<file path="src/rtl/pcb_read_responder.sv">
`default_nettype none
// ============================================================================
// Module      : pcb_read_responder
// Description : Packet-buffer-side responder for host transmit reads. Serves
//               one outstanding single-line read from the packet RAM, forwards
//               bufid free requests to the free-list manager, and advertises
//               read credit from the downstream data FIFO fill level.
//               Optional statistics counters: define PCB_READ_RESP_STAT_EN.
// Revision    : 1.0 - initial release
// ============================================================================
module pcb_read_responder #(
    parameter int RAM_RD_LATENCY = 2,   // 1..4
    parameter int FIFO_AF_TH     = 8
) (
    input  logic         i_clk,
    input  logic         i_rst_n,
    input  logic [15:0]  iv_pkt_raddr,
    input  logic         i_pkt_rd,
    output logic         o_pkt_raddr_ack,
    output logic         o_pkt_rd_req,
    input  logic [4:0]   iv_fifo_usedw,
    output logic [15:0]  ov_ram_raddr,
    output logic         o_ram_rd,
    input  logic [133:0] iv_ram_rdata,
    output logic [133:0] ov_pkt_data,
    output logic         o_pkt_rx_valid,
    output logic         o_pkt_last_cycle_rx,
    input  logic [8:0]   iv_pkt_bufid,
    input  logic         i_pkt_bufid_wr,
    output logic         o_pkt_bufid_ack,
    output logic [8:0]   ov_free_bufid,
    output logic         o_free_bufid_wr,
    output logic [1:0]   ov_rd_state,
    output logic [31:0]  ov_rd_cnt,
    output logic [31:0]  ov_free_cnt
);

    localparam logic [2:0] c_LAT   = 3'(RAM_RD_LATENCY);
    localparam logic [5:0] c_AF_TH = 6'(FIFO_AF_TH);

    typedef enum logic [1:0] {
        RD_IDLE  = 2'd0,
        RD_ISSUE = 2'd1,
        RD_WAIT  = 2'd2,
        RD_GAP   = 2'd3
    } rd_state_t;

    typedef enum logic [1:0] {
        F_IDLE = 2'd0,
        F_ACK  = 2'd1,
        F_GAP  = 2'd2
    } f_state_t;

    rd_state_t      r_rd_state_q, w_rd_state_d;
    logic [15:0]    r_raddr_q,    w_raddr_d;
    logic           r_ram_rd_q,   w_ram_rd_d;
    logic [2:0]     r_cnt_q,      w_cnt_d;
    logic [133:0]   r_data_q,     w_data_d;
    logic           r_valid_q,    w_valid_d;
    logic           r_last_q,     w_last_d;
    logic           r_rd_req_q;

    f_state_t       r_f_state_q,  w_f_state_d;
    logic [8:0]     r_fbufid_q,   w_fbufid_d;
    logic           r_fwr_q,      w_fwr_d;

    // Read FSM next state: the ack/strobe are registered on the accepting
    // edge so they are visible for exactly the RD_ISSUE cycle.
    always_comb begin
        w_rd_state_d = r_rd_state_q;
        w_raddr_d    = r_raddr_q;
        w_ram_rd_d   = 1'b0;
        w_cnt_d      = r_cnt_q;
        w_data_d     = r_data_q;
        w_valid_d    = 1'b0;
        w_last_d     = 1'b0;
        case (r_rd_state_q)
            RD_IDLE: begin
                if (i_pkt_rd) begin
                    w_raddr_d    = iv_pkt_raddr;
                    w_ram_rd_d   = 1'b1;
                    w_rd_state_d = RD_ISSUE;
                end
            end
            RD_ISSUE: begin
                w_cnt_d      = c_LAT;
                w_rd_state_d = RD_WAIT;
            end
            RD_WAIT: begin
                w_cnt_d = r_cnt_q - 3'd1;
                if (r_cnt_q == 3'd1) begin
                    w_data_d     = iv_ram_rdata;
                    w_valid_d    = 1'b1;
                    w_last_d     = iv_ram_rdata[133];
                    w_rd_state_d = RD_GAP;
                end
            end
            default: begin
                // RD_GAP: requester is still dropping its level, ignore it
                w_rd_state_d = RD_IDLE;
            end
        endcase
    end

    // Free FSM next state: one accept per three cycles at most.
    always_comb begin
        w_f_state_d = r_f_state_q;
        w_fbufid_d  = r_fbufid_q;
        w_fwr_d     = 1'b0;
        case (r_f_state_q)
            F_IDLE: begin
                if (i_pkt_bufid_wr) begin
                    w_fbufid_d  = iv_pkt_bufid;
                    w_fwr_d     = 1'b1;
                    w_f_state_d = F_ACK;
                end
            end
            F_ACK:   w_f_state_d = F_GAP;
            default: w_f_state_d = F_IDLE;
        endcase
    end

    // State and output registers for both paths plus the credit flag.
    always_ff @(posedge i_clk) begin
        if (!i_rst_n) begin
            r_rd_state_q <= RD_IDLE;
            r_raddr_q    <= '0;
            r_ram_rd_q   <= 1'b0;
            r_cnt_q      <= '0;
            r_data_q     <= '0;
            r_valid_q    <= 1'b0;
            r_last_q     <= 1'b0;
            r_rd_req_q   <= 1'b0;
            r_f_state_q  <= F_IDLE;
            r_fbufid_q   <= '0;
            r_fwr_q      <= 1'b0;
        end else begin
            r_rd_state_q <= w_rd_state_d;
            r_raddr_q    <= w_raddr_d;
            r_ram_rd_q   <= w_ram_rd_d;
            r_cnt_q      <= w_cnt_d;
            r_data_q     <= w_data_d;
            r_valid_q    <= w_valid_d;
            r_last_q     <= w_last_d;
            r_rd_req_q   <= ({1'b0, iv_fifo_usedw} < c_AF_TH);
            r_f_state_q  <= w_f_state_d;
            r_fbufid_q   <= w_fbufid_d;
            r_fwr_q      <= w_fwr_d;
        end
    end

    assign o_pkt_raddr_ack     = r_ram_rd_q;
    assign o_ram_rd            = r_ram_rd_q;
    assign ov_ram_raddr        = r_raddr_q;
    assign ov_pkt_data         = r_data_q;
    assign o_pkt_rx_valid      = r_valid_q;
    assign o_pkt_last_cycle_rx = r_last_q;
    assign o_pkt_rd_req        = r_rd_req_q;
    assign o_pkt_bufid_ack     = r_fwr_q;
    assign o_free_bufid_wr     = r_fwr_q;
    assign ov_free_bufid       = r_fbufid_q;
    assign ov_rd_state         = r_rd_state_q;

`ifdef PCB_READ_RESP_STAT_EN
    logic [31:0] r_rd_cnt_q;
    logic [31:0] r_free_cnt_q;

    // Counters step on the same edge that raises valid / free push, so the
    // count is visible together with the pulse it counts.
    always_ff @(posedge i_clk) begin
        if (!i_rst_n) begin
            r_rd_cnt_q   <= '0;
            r_free_cnt_q <= '0;
        end else begin
            if (w_valid_d) r_rd_cnt_q   <= r_rd_cnt_q + 32'd1;
            if (w_fwr_d)   r_free_cnt_q <= r_free_cnt_q + 32'd1;
        end
    end

    assign ov_rd_cnt   = r_rd_cnt_q;
    assign ov_free_cnt = r_free_cnt_q;
`else
    assign ov_rd_cnt   = 32'd0;
    assign ov_free_cnt = 32'd0;
`endif

endmodule
`default_nettype wire
</file>
<file path="config.mk">
export PLATFORM = sky130hd
export DESIGN_NAME = pcb_read_responder
export DESIGN_NICKNAME = d
export VERILOG_FILES = /design/src/rtl/pcb_read_responder.sv
export SDC_FILE = /design/constraint.sdc
export NUM_CORES = 1
export LEC_CHECK = 0
export ABC_CLOCK_PERIOD_IN_PS = 1960
export BUFFER_PORTS_ARGS = -buffer_cell sky130_fd_sc_hd__buf_4
export CAP_MARGIN = 10
export CORE_AREA = 2 2 156 158
export CTS_BUF_LIST = sky130_fd_sc_hd__clkbuf_4 sky130_fd_sc_hd__clkbuf_8
export DETAILED_ROUTE_END_ITERATION = 16
export DIE_AREA = 0 0 158 160
export PLACE_DENSITY = 0.65
export REMOVE_ABC_BUFFERS = 1
export SLEW_MARGIN = 20
export SYNTH_ARGS = -nofsm -noshare
export SYNTH_HDL_FRONTEND = slang
export SYNTH_SLANG_ARGS = --single-unit
</file>
<file path="constraint.sdc">
create_clock -name i_clk -period 1.96 [get_ports i_clk]
set_input_delay 0.098 -clock i_clk [delete_from_list [all_inputs] [get_ports i_clk]]
set_output_delay 0.098 -clock i_clk [all_outputs]
set_load 0.01 [all_outputs]
</file>
# Word level (Yosys, flattened, before mapping)
# Index checks and enable logic that the tools add are counted.
[word_totals]
output_inout_bits = 232
regBits = 171
[op_classes]
n_lt_le_gt_ge = 1
eq_ne = 7
n_addsub = 1
n_reduce_logical = 11
muxes = 9
[op_table]
columns = ["op", "n"]
rows = [
  ["AND reduction 2 bit", 7],
  ["two-way mux 2 bit", 3],
  ["inequality test 2 bit (second input constant)", 3],
  ["one-hot mux 2 bit (3 select lines)", 1],
  ["one-hot mux 3 bit (2 select lines)", 1],
  ["less-than comparator 5 x 4 -> 1 bit (second input constant)", 1],
  ["equality test 2 x 1 -> 1 bit (second input constant)", 2],
  ["zero test 2 bit", 2],
  ["one-hot mux 2 bit (2 select lines)", 1],
  ["equality test 3 x 1 -> 1 bit (second input constant)", 1],
  ["two-way mux 1 bit", 3],
  ["AND reduction 3 bit", 1],
  ["subtractor 3 x 1 -> 3 bit (second input constant)", 1],
  ["equality test 2 bit (second input constant)", 1],
  ["nonzero test 2 bit", 1],
]

# Longest topological paths before layout
[logic_depth]
word_depth = 3
depth_mapped = 8
mapped_depth_nobuf = 5

# Worst setup path before layout
# No wires, ideal clock.
[synth_path]
path_type = "reg2reg"
start = "reg r_rd_state_q[0], in the netlist ov_rd_state[0]"
end = "reg r_valid_q, in the netlist o_pkt_rx_valid"
arrival_time_ns = 1.424
synth_period_minus_slack_ns = 1.539
stages_incl_launch_ff = 8
setup_time_ns = 0.115
setup_slack_ns = 0.421
path_cell_list = "dfxtp_1 -> inv_1 -> ha_1 -> and3b_1 -> buf_4 -> buf_6 -> buf_6 -> and2_1"
[synth_via]
elab_chain_cells = 2
[synth_rtl]
columns = ["element", "line", "rtl"]
rows = [
  ["start: declaration", "54", "rd_state_t r_rd_state_q, w_rd_state_d;"],
  ["start signal: assignment", "138", "r_rd_state_q <= w_rd_state_d;"],
  ["equality test 2 bit", "77", "case (r_rd_state_q)"],
  ["AND reduction 2 bit (no line)", "--", ""],
  ["end signal: assignment", "143", "r_valid_q <= w_valid_d;"],
  ["end: declaration", "59", "logic r_valid_q, w_valid_d;"],
]
# No other way between the ends.
# A chain may end at the register's enable or synchronous reset.

# Final worst setup path
[layout_path]
start = "reg r_rd_state_q[0], in the netlist ov_rd_state[0]"
end = "reg r_data_q[116], in the netlist ov_pkt_data[116]"
[layout_via]
elab_chain_cells = 2
[layout_rtl]
columns = ["element", "line", "rtl"]
rows = [
  ["equality test 2 bit", "77", ""],
  ["AND reduction 2 bit (no line)", "--", ""],
  ["end signal: assignment", "142", "r_data_q <= w_data_d;"],
  ["end: declaration", "58", "logic [133:0] r_data_q, w_data_d;"],
]
# No other way between the ends.

==> impl_metrics.prom <==
# TYPE chip_impl_metric gauge
chip_impl_info{name="outcome",value="completed"} 1
chip_impl_metric{name="max_cap_viol_count",unit=""} 0
chip_impl_metric{name="fill_cell_count",unit=""} 2246
chip_impl_metric{name="rows",unit=""} 57
chip_impl_metric{name="max_slew.worst_pin.slew",unit="ns"} 0.577
chip_impl_metric{name="maxClockFrequency",unit="GHz"} 0.569
chip_impl_metric{name="fp.dieH",unit="um"} 160
chip_impl_metric{name="die_width",unit="um"} 158
chip_impl_metric{name="tritoncts.num_buffers",unit=""} 17
chip_impl_metric{name="ys_seq_area_frac",unit=""} 0.494
chip_impl_metric{name="first_global_vias",unit=""} 6323
chip_impl_metric{name="worst_r2r_path_depth",unit=""} 6
chip_impl_metric{name="wl_per_cell",unit="um"} 12.9
chip_impl_metric{name="fin_skew",unit="ns"} 0.0165
chip_impl_metric{name="power_density",unit="mW/mm^2"} 696
chip_impl_metric{name="grt_max_degree",unit=""} 86
chip_impl_metric{name="grt.total_usage",unit=""} 0.157
chip_impl_info{name="worst_path_max_delay_cell",value="sky130_fd_sc_hd__dfxtp_1"} 1
chip_impl_metric{name="dp_hpwl",unit="um"} 12800
chip_impl_metric{name="leakage",unit="nW"} 4.91
chip_impl_metric{name="finalWeightedCongestion",unit=""} 0.765
chip_impl_metric{name="cpPeakStageDelay",unit="ns"} 0.38
chip_impl_metric{name="synth.cell_area",unit="mm^2"} 0.00694
chip_impl_info{name="worstSetupStartpointType",value="flop"} 1
chip_impl_metric{name="total_routed_wirelength",unit="um"} 20700
chip_impl_metric{name="cts.sinks",unit=""} 171
chip_impl_metric{name="required_time_worst_endpoint",unit="ns"} 2.32
chip_impl_metric{name="drt-pass1-iter-count",unit=""} 4
chip_impl_metric{name="post-route-min-period",unit="ns"} 1.76
chip_impl_metric{name="ant_nets",unit=""} 0
chip_impl_metric{name="holdWs",unit="ns"} 0.348
chip_impl_info{name="synth.area.top_cells",value="sky130_fd_sc_hd__dfxtp_1 (49%), sky130_fd_sc_hd__nand2_1 (16%), sky130_fd_sc_hd__a21boi_0 (9.8%), sky130_fd_sc_hd__buf_4 (8.3%), sky130_fd_sc_hd__a21boi_1 (6.6%)"} 1
chip_impl_metric{name="peakVddDrop",unit="mV"} 0.555
chip_impl_metric{name="remaining_drc_errors",unit=""} 0
chip_impl_metric{name="synthToLayoutAreaGrowth",unit="%"} 65.5
chip_impl_metric{name="setup_viol_count_final",unit=""} 0
chip_impl_metric{name="setup_total_negative_slack",unit="ns"} 0
chip_impl_metric{name="wire_length_of_the_first_global_routing_pass",unit="um"} 31800
chip_impl_metric{name="cts_htree_levels",unit=""} 4
chip_impl_metric{name="ff_latch_area",unit="mm^2"} 0.00342
chip_impl_metric{name="synth.distinct_cells",unit=""} 28
chip_impl_info{name="worstSetupPathType",value="reg -> reg"} 1
chip_impl_metric{name="buffer_ports.inserted",unit=""} 332
chip_impl_metric{name="synth_largest_type_area_fraction",unit=""} 0.494
chip_impl_metric{name="layout_cell_share_with_drive_strength_beyond_1",unit=""} 0.290
chip_impl_metric{name="maxSlewHeadroom",unit=""} 0.614
chip_impl_metric{name="via_count_of_the_routed_design",unit=""} 6673
chip_impl_metric{name="combined_area_of_the_multi_input_logic_cells",unit="mm^2"} 0.00293
chip_impl_metric{name="clk-insertion-delay-late",unit="ns"} 0.45
chip_impl_info{name="cts_root_buffer",value="sky130_fd_sc_hd__clkbuf_8"} 1
chip_impl_metric{name="arrival_time_of_the_worst_setup_path",unit="ns"} 2.12
chip_impl_metric{name="worst_hold_path.num_cells",unit=""} 3
chip_impl_metric{name="final-max-slew-violation-count",unit=""} 0
chip_impl_metric{name="finish.instance_area",unit="mm^2"} 0.0115
chip_impl_metric{name="grt_overflow_total",unit=""} 0
chip_impl_info{name="worstPathCellList",value="inv_1 -> ha_1 -> nand3b_1 -> buf_12 -> nand2_1 -> a21boi_0"} 1
chip_impl_metric{name="synth-seq-cells",unit=""} 171
chip_impl_metric{name="initial_utilization",unit=""} 0.291
chip_impl_metric{name="io-pin-count",unit=""} 400
chip_impl_metric{name="drt_iter0_drc",unit=""} 342
chip_impl_metric{name="final_number_of_hold_violating_endpoints",unit=""} 0
chip_impl_metric{name="fin_crit_sh",unit=""} 0.896
chip_impl_info{name="worstHoldPathType",value="in -> reg"} 1
chip_impl_metric{name="viasPerCell",unit=""} 4.16
chip_impl_metric{name="clkTransAtPathRegs",unit="ns"} 0.10
chip_impl_metric{name="clock_tree.buffer_depth",unit=""} 2
chip_impl_info{name="synth.largest_area_cell",value="sky130_fd_sc_hd__dfxtp_1"} 1
chip_impl_info{name="leading_cell_type_in_the_layout_fill_and_taps_excluded",value="sky130_fd_sc_hd__buf_4"} 1
chip_impl_metric{name="design.core.area",unit="mm^2"} 0.0238
chip_impl_metric{name="antenna_found_initial",unit=""} 0
chip_impl_metric{name="nNetsFinal",unit=""} 1443
chip_impl_metric{name="synth.avg_cell_area",unit="um^2"} 8.65
chip_impl_metric{name="antenna_cells",unit=""} 0
chip_impl_info{name="layout_common_cells",value="sky130_fd_sc_hd__buf_4 (334), sky130_fd_sc_hd__nand2_1 (304), sky130_fd_sc_hd__dfxtp_1 (171), sky130_fd_sc_hd__dlygate4sd3_1 (164), sky130_fd_sc_hd__a21boi_0 (91)"} 1
chip_impl_metric{name="ys.warnings.count",unit=""} 0
chip_impl_metric{name="syn-instance-count",unit=""} 802
chip_impl_metric{name="floorplan.die_area",unit="mm^2"} 0.0253
chip_impl_info{name="grt_setup_unrepaired",value="false"} 1
chip_impl_metric{name="dpl_cell_area",unit="mm^2"} 0.00940
chip_impl_info{name="cts_tree",value="done"} 1
chip_impl_metric{name="timing.critical_path.fanout_max",unit=""} 77
chip_impl_info{name="cp-end-kind",value="flop"} 1
==> registers in the layout (all words and copies together) (netlist names), 2 cells and up <==
signal	cells
r_f_state_q	2
ov_rd_state	2
ov_pkt_data	134
r_cnt_q	3
ov_free_bufid	9
ov_ram_raddr	16
==> power by group <==
part | leakage [nW] | switching [mW] | internal [mW]
Sequential | 1.38 | 0.0921 | 3.62
Combinational | 3.31 | 0.663 | 0.825
Clock | 0.211 | 1.36 | 1.43
==> cell families (layout without fill, tap and decap cells) <==
kind of cell	Yosys count	count (layout)	synth area share
adders and majority gates	6	6	0.0108
buffers and inverters	124	539	0.119
DFF	171	171	0.494
AOI/OAI and AO/OA	157	157	0.169
and+or+nand+nor	332	332	0.191
muxes	11	11	0.0159
other	1	64	0.000541
==> metal layers <==
layer,up-vias,share of wire,track usage
met1,3082,0.41,0.177
li1,3355,-,-
met2,210,0.51,0.282
met5,-,0,0
met4,0,0.020,0.0565
met3,26,0.066,0.0410
==> critical path, delay by kind of cell (launching register included) <==
family          cells  cell delay, ns
compound gates      1            0.21
fa+ha+maj           1            0.25
buf+inv             2            0.42
flops               1            0.38
simple gates        2            0.34
==> cell usage after synthesis <==
library cell               count
sky130_fd_sc_hd__a21boi_0     91
sky130_fd_sc_hd__a21boi_1     61
sky130_fd_sc_hd__a21oi_1       1
sky130_fd_sc_hd__a31oi_1       1
sky130_fd_sc_hd__and2_1        2
sky130_fd_sc_hd__and3_1        1
sky130_fd_sc_hd__and3b_1       2
sky130_fd_sc_hd__buf_2        16
sky130_fd_sc_hd__buf_4        77
sky130_fd_sc_hd__buf_6         7
sky130_fd_sc_hd__clkbuf_1     18
sky130_fd_sc_hd__clkbuf_2      1
sky130_fd_sc_hd__conb_1        1
sky130_fd_sc_hd__dfxtp_1     171
sky130_fd_sc_hd__ha_1          6
sky130_fd_sc_hd__inv_1         5
sky130_fd_sc_hd__mux2i_1      11
sky130_fd_sc_hd__nand2_1     304
sky130_fd_sc_hd__nand2b_1      3
sky130_fd_sc_hd__nand3_1       3
sky130_fd_sc_hd__nand3b_1      1
sky130_fd_sc_hd__nor2_1        2
sky130_fd_sc_hd__nor2b_1      10
sky130_fd_sc_hd__nor3b_1       2
sky130_fd_sc_hd__nor4bb_1      2
sky130_fd_sc_hd__o211ai_1      1
sky130_fd_sc_hd__o21a_1        1
sky130_fd_sc_hd__o21ai_0       1
==> metrics by stage <==
step	cells	setup WS, ns	power, mW	utilization
after global routing	1604	0.0395	8.40	0.482
after global placement	1410	0.291	4.98	0.395
after CTS	1604	0.232	8.09	0.482
after detailed placement	1410	0.277	5.00	0.395
after floorplan	746	-1.55	4.34	-
final	1604	0.204	7.99	0.482
==> final timing paths <==
kind              slack [ns]                       endpoint                          from
setup reg to reg        0.20  ov_pkt_data[116]$_SDFFE_PN0P_   ov_rd_state[0]$_SDFFE_PN0P_
hold reg to reg         0.45   ov_pkt_data[70]$_SDFFE_PN0P_  ov_pkt_data[70]$_SDFFE_PN0P_
hold / removal          0.35        o_pkt_rd_req$_SDFF_PN0_              iv_fifo_usedw[4]
setup / recovery        0.20  ov_pkt_data[116]$_SDFFE_PN0P_   ov_rd_state[0]$_SDFFE_PN0P_
==> repair_timing <==
action	CTS	global route
hold endpoints to repair	164	0
buffers inserted	0	0
hold buffers	164	0
endpoints found under the setup margin	0	0
resized for setup	0	0
==> final cells by class <==
cell class / instances / share of cell area
repair buffers: 504 / 0.372
clock buffers: 18 / 0.0216
multi-input cells: 570 / 0.255
flip-flops and latches: 171 / 0.298
well taps: 324 / 0.0353
inverters: 5 / 0.00164
clock inverters: 12 / 0.0164
Power figures use the tool's default switching activity.
